===== config.mk =====
export PLATFORM = sky130hd
export DESIGN_NAME = rtc_time_counter
export DESIGN_NICKNAME = d
export VERILOG_FILES = /design/src/rtl/rtc_time_counter.sv
export SDC_FILE = /design/constraint.sdc
export NUM_CORES = 1
export LEC_CHECK = 0
export ABC_AREA = 1
export CORE_ASPECT_RATIO = 1.75
export CORE_UTILIZATION = 44
export CTS_BUF_LIST = sky130_fd_sc_hd__clkbuf_8
export DETAILED_ROUTE_END_ITERATION = 10
export PLACE_DENSITY_LB_ADDON = 0.25
export SETUP_SLACK_MARGIN = 0.05
export SLEW_MARGIN = 5
export SYNTH_ARGS = -nofsm -noshare
export SYNTH_HDL_FRONTEND = slang
export SYNTH_SLANG_ARGS = --single-unit

===== constraint.sdc =====
create_clock -name clk -period 1.4 [get_ports clk]
set_input_delay 0.21 -clock clk [delete_from_list [all_inputs] [get_ports clk]]
set_output_delay 0.21 -clock clk [all_outputs]
set_load 0.01 [all_outputs]

===== src/rtl/rtc_time_counter.sv =====
// rtc_time_counter: seconds/minutes/hours time-of-day counter.
// Moduli are set by parameters. It counts up or down on a per-second tick,
// accepts a parallel load that is checked before it is applied, and can be
// paused with run.
// Build option: define RTC_ALARM_EN to build the alarm comparator and the
// alarm_out flop. When it is undefined, alarm_out is tied to 0 and the alarm
// inputs are ignored.

// One modulo-MOD counter stage. cnt_nxt and carry are combinational
// look-aheads. The parent uses them to register the wrap pulses and to
// compare against the alarm.
module rtc_stage #(
    parameter  int MOD = 60,
    localparam int W   = $clog2(MOD)
) (
    input  logic         clk,
    input  logic         reset,
    input  logic         step,
    input  logic         dir,
    input  logic         load_en,
    input  logic [W-1:0] load_val,
    output logic [W-1:0] cnt,
    output logic [W-1:0] cnt_nxt,
    output logic         carry
);
    localparam logic [W-1:0] MAX = W'(MOD - 1);

    // Compute the next count and the carry/borrow out for a step
    always_comb begin
        cnt_nxt = cnt;
        carry   = 1'b0;
        if (step) begin
            if (dir) begin
                if (cnt == '0) begin
                    cnt_nxt = MAX;
                    carry   = 1'b1;
                end else begin
                    cnt_nxt = cnt - 1'b1;
                end
            end else begin
                if (cnt == MAX) begin
                    cnt_nxt = '0;
                    carry   = 1'b1;
                end else begin
                    cnt_nxt = cnt + 1'b1;
                end
            end
        end
    end

    // Count register: a load replaces the value, otherwise take the stepped value
    always_ff @(posedge clk or posedge reset) begin
        if (reset)        cnt <= '0;
        else if (load_en) cnt <= load_val;
        else              cnt <= cnt_nxt;
    end
endmodule

module rtc_time_counter #(
    parameter  int SEC_MOD  = 60,
    parameter  int MIN_MOD  = 60,
    parameter  int HOUR_MOD = 24,
    localparam int SW = $clog2(SEC_MOD),
    localparam int MW = $clog2(MIN_MOD),
    localparam int HW = $clog2(HOUR_MOD)
) (
    input  logic          clk,
    input  logic          reset,
    input  logic          tick_in,
    input  logic          run,
    input  logic          dir,
    input  logic          load_valid,
    input  logic [SW-1:0] load_sec,
    input  logic [MW-1:0] load_min,
    input  logic [HW-1:0] load_hour,
    output logic          load_err,
    input  logic          alarm_set,
    input  logic [SW-1:0] alarm_sec,
    input  logic [MW-1:0] alarm_min,
    input  logic [HW-1:0] alarm_hour,
    input  logic          alarm_ack,
    output logic [SW-1:0] seconds,
    output logic [MW-1:0] minutes,
    output logic [HW-1:0] hours,
    output logic          sec_wrap,
    output logic          min_wrap,
    output logic          day_tick,
    output logic          alarm_out
);
    localparam logic [SW:0] SEC_LIM  = (SW+1)'(SEC_MOD);
    localparam logic [MW:0] MIN_LIM  = (MW+1)'(MIN_MOD);
    localparam logic [HW:0] HOUR_LIM = (HW+1)'(HOUR_MOD);

    logic          step, load_ok, load_en;
    logic          sec_c, min_c, hour_c;
    logic [SW-1:0] sec_nxt;
    logic [MW-1:0] min_nxt;
    logic [HW-1:0] hour_nxt;

    // A load always wins over a tick. The tick in that cycle is lost.
    assign step    = tick_in & run & ~load_valid;
    assign load_ok = ({1'b0, load_sec}  < SEC_LIM) &
                     ({1'b0, load_min}  < MIN_LIM) &
                     ({1'b0, load_hour} < HOUR_LIM);
    assign load_en = load_valid & load_ok;

    rtc_stage #(.MOD(SEC_MOD)) u_sec (
        .clk(clk), .reset(reset), .step(step), .dir(dir), .load_en(load_en),
        .load_val(load_sec), .cnt(seconds), .cnt_nxt(sec_nxt), .carry(sec_c)
    );
    rtc_stage #(.MOD(MIN_MOD)) u_min (
        .clk(clk), .reset(reset), .step(sec_c), .dir(dir), .load_en(load_en),
        .load_val(load_min), .cnt(minutes), .cnt_nxt(min_nxt), .carry(min_c)
    );
    rtc_stage #(.MOD(HOUR_MOD)) u_hour (
        .clk(clk), .reset(reset), .step(min_c), .dir(dir), .load_en(load_en),
        .load_val(load_hour), .cnt(hours), .cnt_nxt(hour_nxt), .carry(hour_c)
    );

    // Register the carry pulses and the load-reject flag. Each is one cycle wide.
    always_ff @(posedge clk or posedge reset) begin
        if (reset) begin
            sec_wrap <= 1'b0;
            min_wrap <= 1'b0;
            day_tick <= 1'b0;
            load_err <= 1'b0;
        end else begin
            sec_wrap <= sec_c;
            min_wrap <= min_c;
            day_tick <= hour_c;
            load_err <= load_valid & ~load_ok;
        end
    end

`ifdef RTC_ALARM_EN
    logic [SW-1:0] al_sec;
    logic [MW-1:0] al_min;
    logic [HW-1:0] al_hour;
    logic          armed, fire;

    // Only a step can fire the alarm. A load that lands on the alarm time does not.
    assign fire = step & armed & (sec_nxt == al_sec) &
                  (min_nxt == al_min) & (hour_nxt == al_hour);

    // Capture the alarm time and arm the alarm. The alarm stays armed after it fires.
    always_ff @(posedge clk or posedge reset) begin
        if (reset) begin
            al_sec  <= '0;
            al_min  <= '0;
            al_hour <= '0;
            armed   <= 1'b0;
        end else if (alarm_set) begin
            al_sec  <= alarm_sec;
            al_min  <= alarm_min;
            al_hour <= alarm_hour;
            armed   <= 1'b1;
        end
    end

    // alarm_out level: a new match wins over an ack in the same cycle
    always_ff @(posedge clk or posedge reset) begin
        if (reset)          alarm_out <= 1'b0;
        else if (fire)      alarm_out <= 1'b1;
        else if (alarm_ack) alarm_out <= 1'b0;
    end
`else
    logic unused_alarm;
    assign unused_alarm = ^{alarm_set, alarm_sec, alarm_min, alarm_hour,
                            alarm_ack, sec_nxt, min_nxt, hour_nxt};
    assign alarm_out    = 1'b0;
`endif
endmodule


-- Word level (Yosys, flattened, before mapping)
Index checks and enable logic that the tools add are counted.
- output and inout port bits: 22
- register bits after elaboration: 21
- logic and storage cells: 60
- bitwise gates (word level): 8
- eq/ne operators: 3
- reductions and logical operators: 6
- add/sub/neg operators: 6
- mux-type cells: 27
- $lt $le $gt $ge: 3
- operator list (cell ; number):
    two-way mux 6 bit ; 10
    two-way mux 5 bit ; 5
    adder 6 x 1 -> 6 bit (second input constant) ; 2
    equality test 6 bit (second input constant) ; 2
    zero test 6 bit ; 2
    less-than comparator 6 bit (second input constant) ; 2
    two-way mux 1 bit ; 12
    subtractor 6 x 1 -> 6 bit (second input constant) ; 2
    AND 1 bit ; 6
    nonzero test 2 bit ; 3
    adder 5 x 1 -> 5 bit (second input constant) ; 1
    equality test 5 bit (second input constant) ; 1
    zero test 5 bit ; 1
    less-than comparator 5 bit (second input constant) ; 1
    subtractor 5 x 1 -> 5 bit (second input constant) ; 1
    NOT 1 bit ; 2

-- Longest topological paths before layout
- word-level depth: 7
- mapped depth: 11
- gate-level depth less buffers: 11

-- By module
A second synthesis with hierarchy kept.
- cell total of the unflattened synthesis: 290
- area, all modules: 1930.6 um2
- modules (own cells, without submodules) (module ; cells an instance ; area an instance (um2) ; seq. area each (um2) ; instances):
    rtc_stage at u_min ... ; 100 ; 659.4 ; 150.1 ; 2
    rtc_stage at u_hour ; 70 ; 444.2 ; 125.1 ; 1
    rtc_time_counter ; 20 ; 167.7 ; 100.1 ; 1

-- Worst setup path before layout
No wires, ideal clock.
- path kind: flip-flop to flip-flop
- start: register u_min.cnt[0]
- end: register u_hour.cnt[2]
- clock period less this slack: 1495 ps
- arrival: 1378 ps
- data required time: 1283 ps
- cell stages (with the launch flop): 9
- slack: -95 ps
- path through: dfrtp_1 -> clkinv_1 -> ha_1 -> nand4_1 -> nand2_2 -> nand3_4 -> nand2_4 -> nand2_1 -> nand2_1
- cells in the longest elaborated chain, start to end: 5
- elaborated cells on any way between the ends: 7
- classes of those cells: 1 x eq/ne; 4 x mux; 2 x reduce/logical
- RTL lines (what ; line ; RTL):
    start, declared ; 22 ; output logic [W-1:0] cnt,
    start signal, assigned ; 54 ; else if (load_en) cnt <= load_val;
    start signal, assigned ; 55 ; else cnt <= cnt_nxt;
    equality test 6 bit / zero test 6 bit (equally long branches) ; 41, 34 ;
    two-way mux 1 bit, on equally long branches ; 41, 34 ;
    two-way mux 1 bit * ; 33 ; if (dir) begin
    two-way mux 1 bit * ; 32 ; if (step) begin
    nonzero test 2 bit (no line) * ; n/a ;
    end signal, assigned ; 54 ;
    end signal, assigned ; 55 ;
    end, declared ; 22 ;
Mark *: on every way between the ends. The rest lies on a longest branch, timed or not.
A chain may end at the register's enable or synchronous reset.

-- Worst setup path after layout
- start: register u_hour.cnt[1]
- end: register u_hour.cnt[0]
- cells in the longest elaborated chain, start to end: 5
- elaborated cells on any way between the ends: 7
- classes of those cells: 1 x eq/ne; 5 x mux; 1 x reduce/logical
- RTL lines (what ; line):
    equality test 5 bit / zero test 5 bit (equally long branches) ; 41, 34
    two-way mux 5 bit, on equally long branches ; 41, 34
    two-way mux 5 bit * ; 33
    two-way mux 5 bit * ; 32
    two-way mux 5 bit * ; 54
Mark *: on every way between the ends. The rest lies on a longest branch, timed or not. The select of a mux whose other input is x is not followed.

==> metrics.md <==
| Metric | Value |
|---|---|
| Status | `complete, but fails checks` |
| Failing checks | `setup timing` |
| Syn_nets | `359` |
| # DRC | `0` |
| Setup slack at placement | `-0.362 ns` |
| Min cycle time layout | `1.53 ns` |
| Gr ovfl total | `0` |
| Lkg Pwr | `1.79 nW` |
| CP arrival | `1.74 ns` |
| P&R area growth vs syn | `65.2%` |
| Share of layout cells above drive strength 1 | `0.370` |
| Layout Nets | `470` |
| Sequential Power Share | `0.232` |
| Clk buf depth | `2` |
| Combinational share of power | `0.663` |
| Routed WL | `7110 um` |
| Finish-stage setup viols | `16` |
| FF-to-FF path depth | `10` |
| Fin Clk Skew | `0.00465 ns` |
| CTS tree | `yes` |
| Fmax | `0.654 GHz` |
| #FFs+latches synth | `21` |
| Input/output buffers | `43` |
| Worst Slack Setup Final | `-0.128 ns` |
| Most frequent cells in the layout | `nand2_1 (99), buf_4 (55), inv_1 (32), nand3_1 (32), dlygate4sd2_1 (23)` |
| Setup TNS | `-0.720 ns` |
| Post-Syn Area | `2030 sq um` |
| Worst-path clk slew | `0.09 ns` |
| CP Capture Type | `flop` |
| Total number of vias | `2496` |
| Worst hold slack | `0.269 ns` |
| Crit start category | `flop` |
| Clock network fraction of design power | `0.105` |
| Initial antenna violation count | `0` |
| Mean Syn Cell Area | `6.57 sq um` |
| GRT Total Usage | `0.312` |
| P_sw | `1.84 mW` |
| Pwr Total | `4.14 mW` |
| Internal | `2.30 mW` |
| Most common cell after layout, fill and taps aside | `nand2_1` |
| 1st-pass router iterations | `5` |
| Worst VDD drop | `909 uV` |
| Gate Count Post-Synth | `309` |
| Sw Ratio | `0.444` |
| Crit path required time | `1.62 ns` |
| Core Box Area | `4400 sq um` |
| RSZ-0062 raised after global routing | `true` |
| TritonCTS buffer count | `3` |
| Yosys cell types | `33` |
| Std-Cell Rows | `32` |
| Chip Width | `53.3 um` |
| Vias in the first global route | `2467` |
| Largest net degree at the start of global routing | `22` |
| Avg WL per Cell | `15.1 um` |
| Chip Height | `91.8 um` |
| Die ar. | `4900 sq um` |
| Drt initial violations | `85` |
| ANT cells | `0` |
| Max Slew Vio Count | `0` |
| Final Cycle Share | `1.09` |
| I/O pin count | `64` |
| Sink Count | `21` |
| Hold Path Class | `in -> async` |
| DPL Wire Length | `4580 um` |
| Cell Pwr Density | `1230 nW/um^2` |
| Clk Latency, worst-skew pair | `0.27 ns` |
| Clk root buf | `clkbuf_8` |
| Kind of critical path | `reg -> reg` |
| Max Cap Viol | `0` |
| Initial core utilization | `0.461` |
| RePlAce Congestion | `0.865` |
| Post-detailed-route count of antenna-violating nets | `0` |
| Crit Path Max Fanout | `2` |
| Seq/Total Area, Yosys | `0.259` |
| First-pass GRT wire length | `11300 um` |
| CTS H-tree depth | `1` |
| Via/cell ratio | `5.31` |
| Final hold vios | `0` |
| Synthesis Warnings | `0` |
area by class of cell:
cell class                 count  area [sq um]
clock buffer                   3          41.3
inverter                      40           160
clock inverter                 1          5.00
multi-input combinational    238          1480
timing repair buffer         116          1060
tap                           51          63.8
fill                         298          1050
sequential                    21           542
power groups by stage:
| stage | Clock (mW) | Sequential [mW] | Combinational (mW) |
|---|---|---|---|
| after floorplan | 0 | 1.02 | 1.22 |
| after detailed placement | 0 | 1.04 | 2.06 |
| after CTS | 0.432 | 0.942 | 2.46 |
| after global placement | 0 | 1.03 | 2.03 |
| final | 0.433 | 0.962 | 2.74 |
| after global routing | 0.463 | 0.971 | 3.01 |
metrics by stage:
step	std cells	area (sq um)	utilization
3_3_place_gp	440	2820	0.641
3_5_place_dp	440	2820	0.641
5_1_grt	470	3350	0.761
4_1_cts	465	3170	0.721
6_report	470	3350	0.761
2_1_floorplan	309	2080	-
sequential cells by signal, indices dropped and copies added, names as in the netlist:
register and cells:
day_tick 1, load_err 1, min_wrap 1, sec_wrap 1, u_hour.cnt 5, u_min.cnt 6
u_sec.cnt 6
Yosys cell counts:
library cell | instances | area (sq um)
dfrtp_1 | 21 | 526
conb_1 | 1 | 3.75
inv_2 | 2 | 7.51
buf_8 | 1 | 15.0
buf_6 | 5 | 56.3
nor2_2 | 3 | 18.8
nand2_2 | 3 | 18.8
buf_2 | 2 | 10.0
ha_1 | 8 | 100
nor3_1 | 1 | 5.00
xor2_1 | 7 | 61.3
nand4_1 | 7 | 43.8
xnor2_1 | 2 | 17.5
nor2_1 | 20 | 75.1
inv_1 | 37 | 139
o31ai_1 | 1 | 7.51
o21ai_1 | 2 | 10.0
nand2_4 | 3 | 33.8
o21ai_0 | 9 | 45.0
or2_2 | 3 | 18.8
nand2_1 | 107 | 402
or2_0 | 1 | 6.26
nand3_4 | 3 | 52.6
clkinv_1 | 1 | 3.75
o22ai_1 | 1 | 6.26
nand3_1 | 44 | 220
a21oi_4 | 1 | 16.3
buf_4 | 1 | 7.51
nor2_4 | 2 | 22.5
clkbuf_8 | 2 | 27.5
a21oi_1 | 5 | 25.0
nand3_2 | 2 | 20.0
o211ai_1 | 1 | 7.51
repair_timing:
item                                    4_1_cts  5_1_grt
gates cloned                                  3        0
hold buffers                                  0        0
setup buffers                                18        5
endpoints found under the setup margin       36       22
pin swaps                                    30        9
gates resized for setup                      76       39
worst max-delay path, cell delays in order, from the launching register on:
cell     delay (ns)
dfrtp_1        0.38
buf_4          0.14
ha_1           0.21
nand2_2        0.10
nor2_1         0.07
buf_4          0.13
o21ai_1        0.15
nand3_1        0.10
nand2_1        0.06
nand2_1        0.05
nand2_1        0.06
layer usage:
metal,global-route usage,routed length (um),vias up
li1,-,-,1202
met1,0.310,2420,1163
met2,0.556,4040,90
met3,0.0597,274,41
met4,0.191,374,0
met5,0,0,-
logic make-up (layout without fill, tap and decap cells):
logic type	after synthesis	in the layout	share of synthesized area
adder cells (fa/ha/maj)	8	8	0.0493
flip-flops	21	21	0.259
XOR/XNOR	9	9	0.0388
other	1	1	0.00185
AO/OA/AOI/OAI	20	20	0.0580
AND/OR/NAND/NOR	199	200	0.462
buffers and inverters	51	160	0.131
final timing paths:
check                               from  slack, ns       endpoint
max                        u_hour.cnt[1]      -0.13  u_hour.cnt[0]
min                                reset       0.27   u_min.cnt[5]
max reg2reg                u_hour.cnt[1]      -0.13  u_hour.cnt[0]
min reg2reg                 u_min.cnt[4]       0.55   u_min.cnt[4]
max in group asynchronous          reset       0.88   u_min.cnt[3]
min in group clk             load_sec[2]       0.42   u_sec.cnt[2]
Power figures use the tool's default switching activity.
